$ cat src/rtl/if_stage_if.sv
// ---------------------------------------------------------------------------
// if_stage_if
// Groups every signal of the instruction-fetch stage except clock and reset.
//
// Signals:
//   stall        hazard hold from the pipeline control
//   redirect     taken branch / jump
//   redirect_pc  branch / jump target
//   imem_req     fetch request to instruction memory
//   imem_addr    fetch address (current PC)
//   imem_ready   memory returns imem_rdata this cycle
//   imem_rdata   fetched instruction word
//   IF_ID        instruction register feeding decode
//   pc_plus4     PC+4 of the instruction held in IF_ID
//   if_valid     IF_ID holds a real instruction (not a bubble)
//
// Modports:
//   slave  - the fetch stage itself
//   master - the surrounding pipeline / memory / testbench
// ---------------------------------------------------------------------------
interface if_stage_if;
   logic        stall;
   logic        redirect;
   logic [31:0] redirect_pc;
   logic        imem_req;
   logic [31:0] imem_addr;
   logic        imem_ready;
   logic [31:0] imem_rdata;
   logic [31:0] IF_ID;
   logic [31:0] pc_plus4;
   logic        if_valid;

   modport slave (
      input  stall, redirect, redirect_pc, imem_ready, imem_rdata,
      output imem_req, imem_addr, IF_ID, pc_plus4, if_valid
   );

   modport master (
      output stall, redirect, redirect_pc, imem_ready, imem_rdata,
      input  imem_req, imem_addr, IF_ID, pc_plus4, if_valid
   );
endinterface

$ cat src/rtl/if_stage.sv
// ---------------------------------------------------------------------------
// if_stage
// Instruction-fetch stage. Keeps the PC, issues fetches to instruction memory
// and loads the IF_ID register. A one-entry buffer (state HELD) parks a word
// that completes while decode is stalled so nothing is lost or duplicated.
//
// Parameters:
//   RESET_PC  PC loaded at reset
//   NOP       bubble instruction placed in IF_ID
//
// Ports:
//   clk    rising-edge clock
//   rst_n  synchronous active-low reset
//   bus    if_stage_if.slave (control, memory bus and IF_ID outputs)
// ---------------------------------------------------------------------------
module if_stage #(
   parameter logic [31:0] RESET_PC = 32'h0000_0000,
   parameter logic [31:0] NOP      = 32'h0000_0000
) (
   input  logic       clk,
   input  logic       rst_n,
   if_stage_if.slave  bus
);

   typedef enum logic {FETCH, HELD} state_t;

   state_t      r_state;
   logic [31:0] r_pc;
   logic [31:0] r_ifid;
   logic [31:0] r_pcPlus4;
   logic        r_valid;
   logic [31:0] r_bufInstr;
   logic [31:0] r_bufPcPlus4;

   logic        w_req;
   logic        w_fire;
   logic [31:0] w_pcNext;
   logic [31:0] w_target;

   // A request only goes out while we can accept the word: in FETCH, out of
   // reset, and not in a cycle where a redirect is about to replace the PC.
   assign w_req    = (r_state == FETCH) && rst_n && !bus.redirect;
   assign w_fire   = w_req && bus.imem_ready;
   assign w_pcNext = r_pc + 32'd4;
   // Targets are forced to word alignment by clearing the two low bits.
   assign w_target = bus.redirect_pc & ~32'd3;

   assign bus.imem_req  = w_req;
   assign bus.imem_addr = r_pc;
   assign bus.IF_ID     = r_ifid;
   assign bus.pc_plus4  = r_pcPlus4;
   assign bus.if_valid  = r_valid;

   // Single state machine for the whole stage. Priority is
   // reset > redirect > stall > normal flow. In HELD the buffered word is
   // already accounted for in the PC, so releasing it leaves the PC alone.
   always_ff @(posedge clk) begin
      if (!rst_n) begin
         r_state      <= FETCH;
         r_pc         <= RESET_PC;
         r_ifid       <= NOP;
         r_pcPlus4    <= RESET_PC;
         r_valid      <= 1'b0;
         r_bufInstr   <= 32'h0000_0000;
         r_bufPcPlus4 <= 32'h0000_0000;
      end else if (bus.redirect) begin
         r_state      <= FETCH;
         r_pc         <= w_target;
         r_ifid       <= NOP;
         r_valid      <= 1'b0;
         r_bufInstr   <= 32'h0000_0000;
         r_bufPcPlus4 <= 32'h0000_0000;
      end else if (bus.stall) begin
         // A word landing under stall is parked; IF_ID stays frozen.
         if (w_fire) begin
            r_bufInstr   <= bus.imem_rdata;
            r_bufPcPlus4 <= w_pcNext;
            r_pc         <= w_pcNext;
            r_state      <= HELD;
         end
      end else if (r_state == HELD) begin
         r_ifid    <= r_bufInstr;
         r_pcPlus4 <= r_bufPcPlus4;
         r_valid   <= 1'b1;
         r_state   <= FETCH;
      end else if (w_fire) begin
         r_ifid    <= bus.imem_rdata;
         r_pcPlus4 <= w_pcNext;
         r_valid   <= 1'b1;
         r_pc      <= w_pcNext;
      end else begin
         r_ifid  <= NOP;
         r_valid <= 1'b0;
      end
   end

endmodule

$ cat src/flat_wrapper.sv
// flat-port wrapper written by rule: the top's interface ports become plain ports
module if_stage_flat 
#(
   parameter logic [31:0] RESET_PC = 32'h0000_0000,
   parameter logic [31:0] NOP      = 32'h0000_0000
)
  (clk, rst_n, bus_stall, bus_redirect, bus_redirect_pc, bus_imem_ready, bus_imem_rdata, bus_imem_req, bus_imem_addr, bus_IF_ID, bus_pc_plus4, bus_if_valid);
  if_stage_if bus_i ();
  input  logic clk;
  input  logic rst_n;
  input wire logic [$bits(bus_i.stall)-1:0] bus_stall;
  input wire logic [$bits(bus_i.redirect)-1:0] bus_redirect;
  input wire logic [$bits(bus_i.redirect_pc)-1:0] bus_redirect_pc;
  input wire logic [$bits(bus_i.imem_ready)-1:0] bus_imem_ready;
  input wire logic [$bits(bus_i.imem_rdata)-1:0] bus_imem_rdata;
  output wire logic [$bits(bus_i.imem_req)-1:0] bus_imem_req;
  output wire logic [$bits(bus_i.imem_addr)-1:0] bus_imem_addr;
  output wire logic [$bits(bus_i.IF_ID)-1:0] bus_IF_ID;
  output wire logic [$bits(bus_i.pc_plus4)-1:0] bus_pc_plus4;
  output wire logic [$bits(bus_i.if_valid)-1:0] bus_if_valid;
  assign bus_i.stall = bus_stall;
  assign bus_i.redirect = bus_redirect;
  assign bus_i.redirect_pc = bus_redirect_pc;
  assign bus_i.imem_ready = bus_imem_ready;
  assign bus_i.imem_rdata = bus_imem_rdata;
  assign bus_imem_req = bus_i.imem_req;
  assign bus_imem_addr = bus_i.imem_addr;
  assign bus_IF_ID = bus_i.IF_ID;
  assign bus_pc_plus4 = bus_i.pc_plus4;
  assign bus_if_valid = bus_i.if_valid;
  if_stage #(.RESET_PC(RESET_PC), .NOP(NOP)) u_core (.clk(clk), .rst_n(rst_n), .bus(bus_i));
endmodule
$ cat config.mk
export PLATFORM = sky130hd
export DESIGN_NAME = if_stage_flat
export DESIGN_NICKNAME = d
export VERILOG_FILES = /design/src/rtl/if_stage_if.sv /design/src/rtl/if_stage.sv /design/src/flat_wrapper.sv
export SDC_FILE = /design/constraint.sdc
export NUM_CORES = 1
export LEC_CHECK = 0
export CORE_MARGIN = 2
export CORE_UTILIZATION = 40
export DETAILED_ROUTE_END_ITERATION = 6
export GPL_ROUTABILITY_DRIVEN = 0
export PLACE_DENSITY = 0.67
export SYNTH_ARGS = -nofsm -noshare
export SYNTH_HDL_FRONTEND = slang
export SYNTH_SLANG_ARGS = --single-unit
$ cat constraint.sdc
create_clock -name clk -period 2.8 [get_ports clk]
set_input_delay 0.28 -clock clk [delete_from_list [all_inputs] [get_ports clk]]
set_output_delay 0.28 -clock clk [all_outputs]
set_load 0.02 [all_outputs]
== After elaboration in Yosys (flattened, before gate mapping) ==
Cells that the tools add are included.
Storage, ports and cells
  register bits: 162
  input bits: 69
Cells by class
  $add $sub $neg: 1
  eq/ne operators: 2
  muxes and demuxes: 10
  bitwise gates (word level): 4
  reduce and logical (&&, ||, !) cells: 9
Operators by type and width (count)
  2-to-1 mux 32 bit: 8
  adder 32 x 3 -> 32 bit, second input constant: 1
  inverter 1 bit: 4
  logical AND 1 bit: 3
  inequality test 3 bit, second input constant: 1
  AND reduction 3 bit: 1
  OR reduction 3 bit: 1
  2-to-1 mux 1 bit: 2
  inequality test 2 bit, second input constant: 1
  AND reduction 2 bit: 1
  nonzero test 2 bit: 1
  OR reduction 2 bit: 1
  logical NOT 1 bit: 1

== Longest topological paths before layout ==
  depth in word-level cells: 8
  mapped depth: 8
  depth with buffers taken out: 6

== Least setup slack after synthesis ==
No wires, ideal clock.
  path kind: register -> register
  start point: register u_core.r_pc[2], in the netlist u_core.bus.imem_addr[2]
  end point: register u_core.r_pcPlus4[26], in the netlist u_core.bus.pc_plus4[26]
  arrival time: 2110 ps
  data required time: 2738 ps
  slack: 628 ps
  stages on the path, launching flop included: 7
  buffers on the path: 0
  clock period less this slack: 2172 ps
  cells stage by stage: dfxtp_1 -> ha_1 -> nand4_1 -> nor4_2 -> nand2_1 -> or4_1 -> nand3_1
On the way
  cells in the longest elaborated chain, start to end: 3
Ends and longest elaborated chain
  from (decl): RTL line if_stage.sv:28  | logic [31:0] r_pc;
  from (signal assigned): RTL line if_stage.sv:68  | r_pc <= w_target;
  from (signal assigned): RTL line if_stage.sv:78  | r_pc <= w_pcNext;
  from (signal assigned): RTL line if_stage.sv:90  | r_pc <= w_pcNext;
  adder 32 x 3 -> 32 bit: RTL line if_stage.sv:44  | assign w_pcNext = r_pc + 32'd4;
  2-to-1 mux 32 bit: RTL line if_stage.sv:86  | end else if (w_fire) begin
  2-to-1 mux 32 bit: RTL line if_stage.sv:81  | end else if (r_state == HELD) begin
  to (signal assigned): RTL line if_stage.sv:83  | r_pcPlus4 <= r_bufPcPlus4;
  to (signal assigned): RTL line if_stage.sv:88  | r_pcPlus4 <= w_pcNext;
  to (decl): RTL line if_stage.sv:30  | logic [31:0] r_pcPlus4;
Every way passes these cells. The select of a mux whose other input is x is not followed.
A chain may end at the register's enable or synchronous reset.

== Final worst setup path ==
  start point: register u_core.r_pc[3], in the netlist u_core.bus.imem_addr[3]
  end point: register u_core.r_pcPlus4[26], in the netlist u_core.bus.pc_plus4[26]
The elaborated chain is that of the path after synthesis.

==> run metrics <==
Post-Syn Instances=between 800 and 900; area grow syn2layout=35.2%; Worst Hold Class=in -> reg; final number of hold-violating endpoints=0; Post-DRT Antenna Nets=0; CP Buf/Inv Count=0; post-synth top area share=a little under half; largest net degree at the start of global routing=78; post-synthesis sequential area ratio=45.2%; final cell count without fillers=1229; Worst-Skew Late Latency=0.43 ns; min Tclk post-route=2.44 ns; Worst VDD drop=0.000452 V; Yosys reg bits=156; routed wire length=20700 um; critical path's largest stage delay=approximately 0.70 ns; EDFF count, synth=0; slowest CP cell=nor4_2; synthesized area=6910 um2; setup TNS=0 ns; period utilisation layout=87.2%; max_cap viols=0; reg2reg start=u_core.bus.imem_addr[3]; Vias=6698; Syn. warnings=0; combinational power share=approximately a tenth; worst-margin pin slew=between 1 and 1.5 ns; Sw Pwr=0.00126 W; clock share of power=46.4%; final hold slack=0.257 ns; full die area=~18000 um2; row count=48; crit path capture type=register; cell taking the most area after synthesis=dfxtp_1; top_reg_cell synth=dfxtp_1; clk sink count=156; # hold bufs at CTS=0; fillers=between 1500 and 2000; Pint=about 0.0042 W; Final Max Tran Viols=0; clock skew=0.00620 ns; fraction of layout cells with a size suffix above 1=6.87%; crit start category=register; WL/cell=16.8 um; # diodes=0; Die Ht=135 um; worst flop-to-flop path endpoint=u_core.bus.pc_plus4[26]; post-cts sizing count=0; first-pass GRT wire length=32000 um; WP data arrival=between 2 and 3 ns; total stage count of the critical path=6; initial antenna violation count=0; leakage dissipation=3.14 nW; number of vias per cell=5.45; r2r setup slk=0.36 ns; All-Layer GR Usage=22.4%; clk buf depth=2; final setup fails=0; Place WS=0.391 ns; PortBufs=160; Core ar.=17100 um2; Die W=135 um; postcts setup bufs=0; vias in the first global route=5887; Setup crit start=u_core.bus.imem_addr[3]; outcome=completed; Root Buffer=clkbuf_16; Critical Path End=u_core.bus.pc_plus4[26]; CTS tree=built; FF-to-FF path depth=6; CTS Buf Count=17; Crit path required time=3.17 ns; PD cells=583 nW/um2; Worst Path Max Fanout=7; DRC=0; worst-path cell chain=ha_1 -> nand4_1 -> nor4_2 -> nand2_1 -> or4_1 -> nand3_1; fin util=54.6%; Sw Ratio=a little under a quarter; relative slew slack=~33%; Initial Util=40.4%; Max H-tree Level=4; register share of total power=43.1%; Top delay family on crit path=simple AND/OR/NAND/NOR gates; Peak Freq=409 MHz; Setup WS post-layout=0.357 ns; crit path kind=reg -> reg; DP Cell Count=1201; RSZ-0062 raised after global routing=false; Worst-path clk slew=0.06 ns; DP HPWL=14000 um; I/O pin cnt=167; library cells used by synthesis=48; number of DRC markers in iteration 0=622; grt total ovfl=0; asr flop ratio synth=0%; Area contributors post-synth=dfxtp_1 (45%), a21oi_1 (7.3%), nand2_1 (6.7%); layout net count=1065; Syn Area/Cell=7.96 um2; first-pass iteration count of the detailed router=6
[cell type report]
type	instances	area, um2	share of cell area [%]
Clock buffer	21	480	5.14
Inverter	5	18.8	0.201
Timing Repair Buffer	187	1810	19.4
Tap cell	225	282	3.01
Sequential cell	156	3120	33.4
Multi-Input combinational cell	628	3460	37.1
Clock inverter	7	163	1.74
[synth_stat cells, drive strengths merged, types with 3 or more instances]
| master | instances |
|---|---|
| a211o | 3 |
| a211oi | 10 |
| a21boi | 3 |
| a21oi | 101 |
| a221oi | 20 |
| a222oi | 12 |
| and3 | 10 |
| and4 | 3 |
| buf | 21 |
| clkbuf | 61 |
| dfxtp | 156 |
| inv | 5 |
| mux2i | 3 |
| nand2 | 124 |
| nand3 | 43 |
| nand4 | 16 |
| nor2 | 105 |
| nor3 | 12 |
| nor4 | 7 |
| o211ai | 4 |
| o21ai | 59 |
| o221ai | 3 |
| o22ai | 9 |
| or3 | 10 |
| or4 | 4 |
| xnor2 | 23 |
| xor2 | 26 |
[flip-flops by register name, summed over array words and instances, names as in the netlist]
signal and cells:
u_core.r_bufPcPlus4 30, u_core.r_state 1, u_core.bus.imem_addr 30, u_core.bus.IF_ID 32
u_core.bus.if_valid 1, u_core.bus.pc_plus4 30, u_core.r_bufInstr 32
[how the worst min path moves through the flow]
stage	startpoint	cells past startpoint	slack, ns	to
3_5_place_dp	u_core.r_bufInstr[4]	2	0.45	u_core.r_bufInstr[4]
3_3_place_gp	u_core.bus.pc_plus4[4]	2	0.44	u_core.bus.pc_plus4[4]
6_report	bus_stall	3	0.26	u_core.r_state
4_1_cts	bus_stall	3	0.25	u_core.r_state
2_1_floorplan	bus_imem_ready	2	0.41	u_core.r_state
5_1_grt	bus_stall	3	0.30	u_core.r_state
[through the flow]
step / area, um2 / total power (W)
2_1_floorplan: 6920 / 0.00267
3_3_place_gp: 8700 / 0.00296
3_5_place_dp: 8700 / 0.00296
4_1_cts: 9340 / 0.00549
5_1_grt: 9340 / 0.00562
6_report: 9340 / 0.00545
[cell families after synthesis]
kind of cell	after synthesis	synth area share [%]
AO/OA/AOI/OAI	229	19.8
XOR/XNOR	49	6.21
adder cells (fa/ha/maj)	1	0.181
buffers and inverters	87	5.14
flip-flops	156	45.2
multiplexers	3	0.435
other	1	0.0543
AND/OR/NAND/NOR	342	23.0
[tightest hold or removal path, delay by kind of cell]
family                 cells  cell delay, ns
buffers and inverters      1            0.16
and+or+nand+nor            2            0.20
[routing by layer]
metal | global-route usage (%) | up-vias | wire, um
met5 | 0 | - | 0
met4 | 7.00 | 0 | 391
met3 | 5.87 | 29 | 1500
met2 | 33.9 | 211 | 9390
met1 | 31.4 | 3175 | 9390
li1 | - | 3283 | -
[layout by cell type (no fill, tap or decap), types with 2 or more instances in the layout]
cell type        instances
inv_1                    5
nor4_1                   3
nor4_2                   2
mux2i_1                  3
a21boi_0                 3
and2_1                   2
clkbuf_8                 4
bufinv_16                5
or3_1                   10
a211o_1                  3
nand4_1                 15
dfxtp_1                155
nor3_1                  11
a222oi_1                12
and3_1                  10
and4_1                   3
xnor2_1                 23
xor2_1                  26
o22ai_1                  9
conb_1                   4
a31oi_1                  2
clkdlybuf4s50_1        159
clkbuf_16               17
o21ai_0                 58
or4_1                    4
nor2_4                   2
o211ai_1                 4
nand3_1                 41
a211oi_1                10
nand3_2                  2
o221ai_1                 3
a221oi_1                20
nor4_4                   2
nand2_1                123
a21oi_1                101
nor2_1                 103
nor2b_1                  2
buf_4                   26
[power groups by stage]
stage	Clock, W	Combinational (W)	Sequential (W)
floorplan	0	0.000248	0.00242
global placement	0	0.000563	0.00239
detailed placement	0	0.000565	0.00240
CTS	0.00257	0.000569	0.00235
global route	0.00266	0.000612	0.00235
finish	0.00253	0.000570	0.00235
No activity file was read; power rests on OpenSTA's default activity.
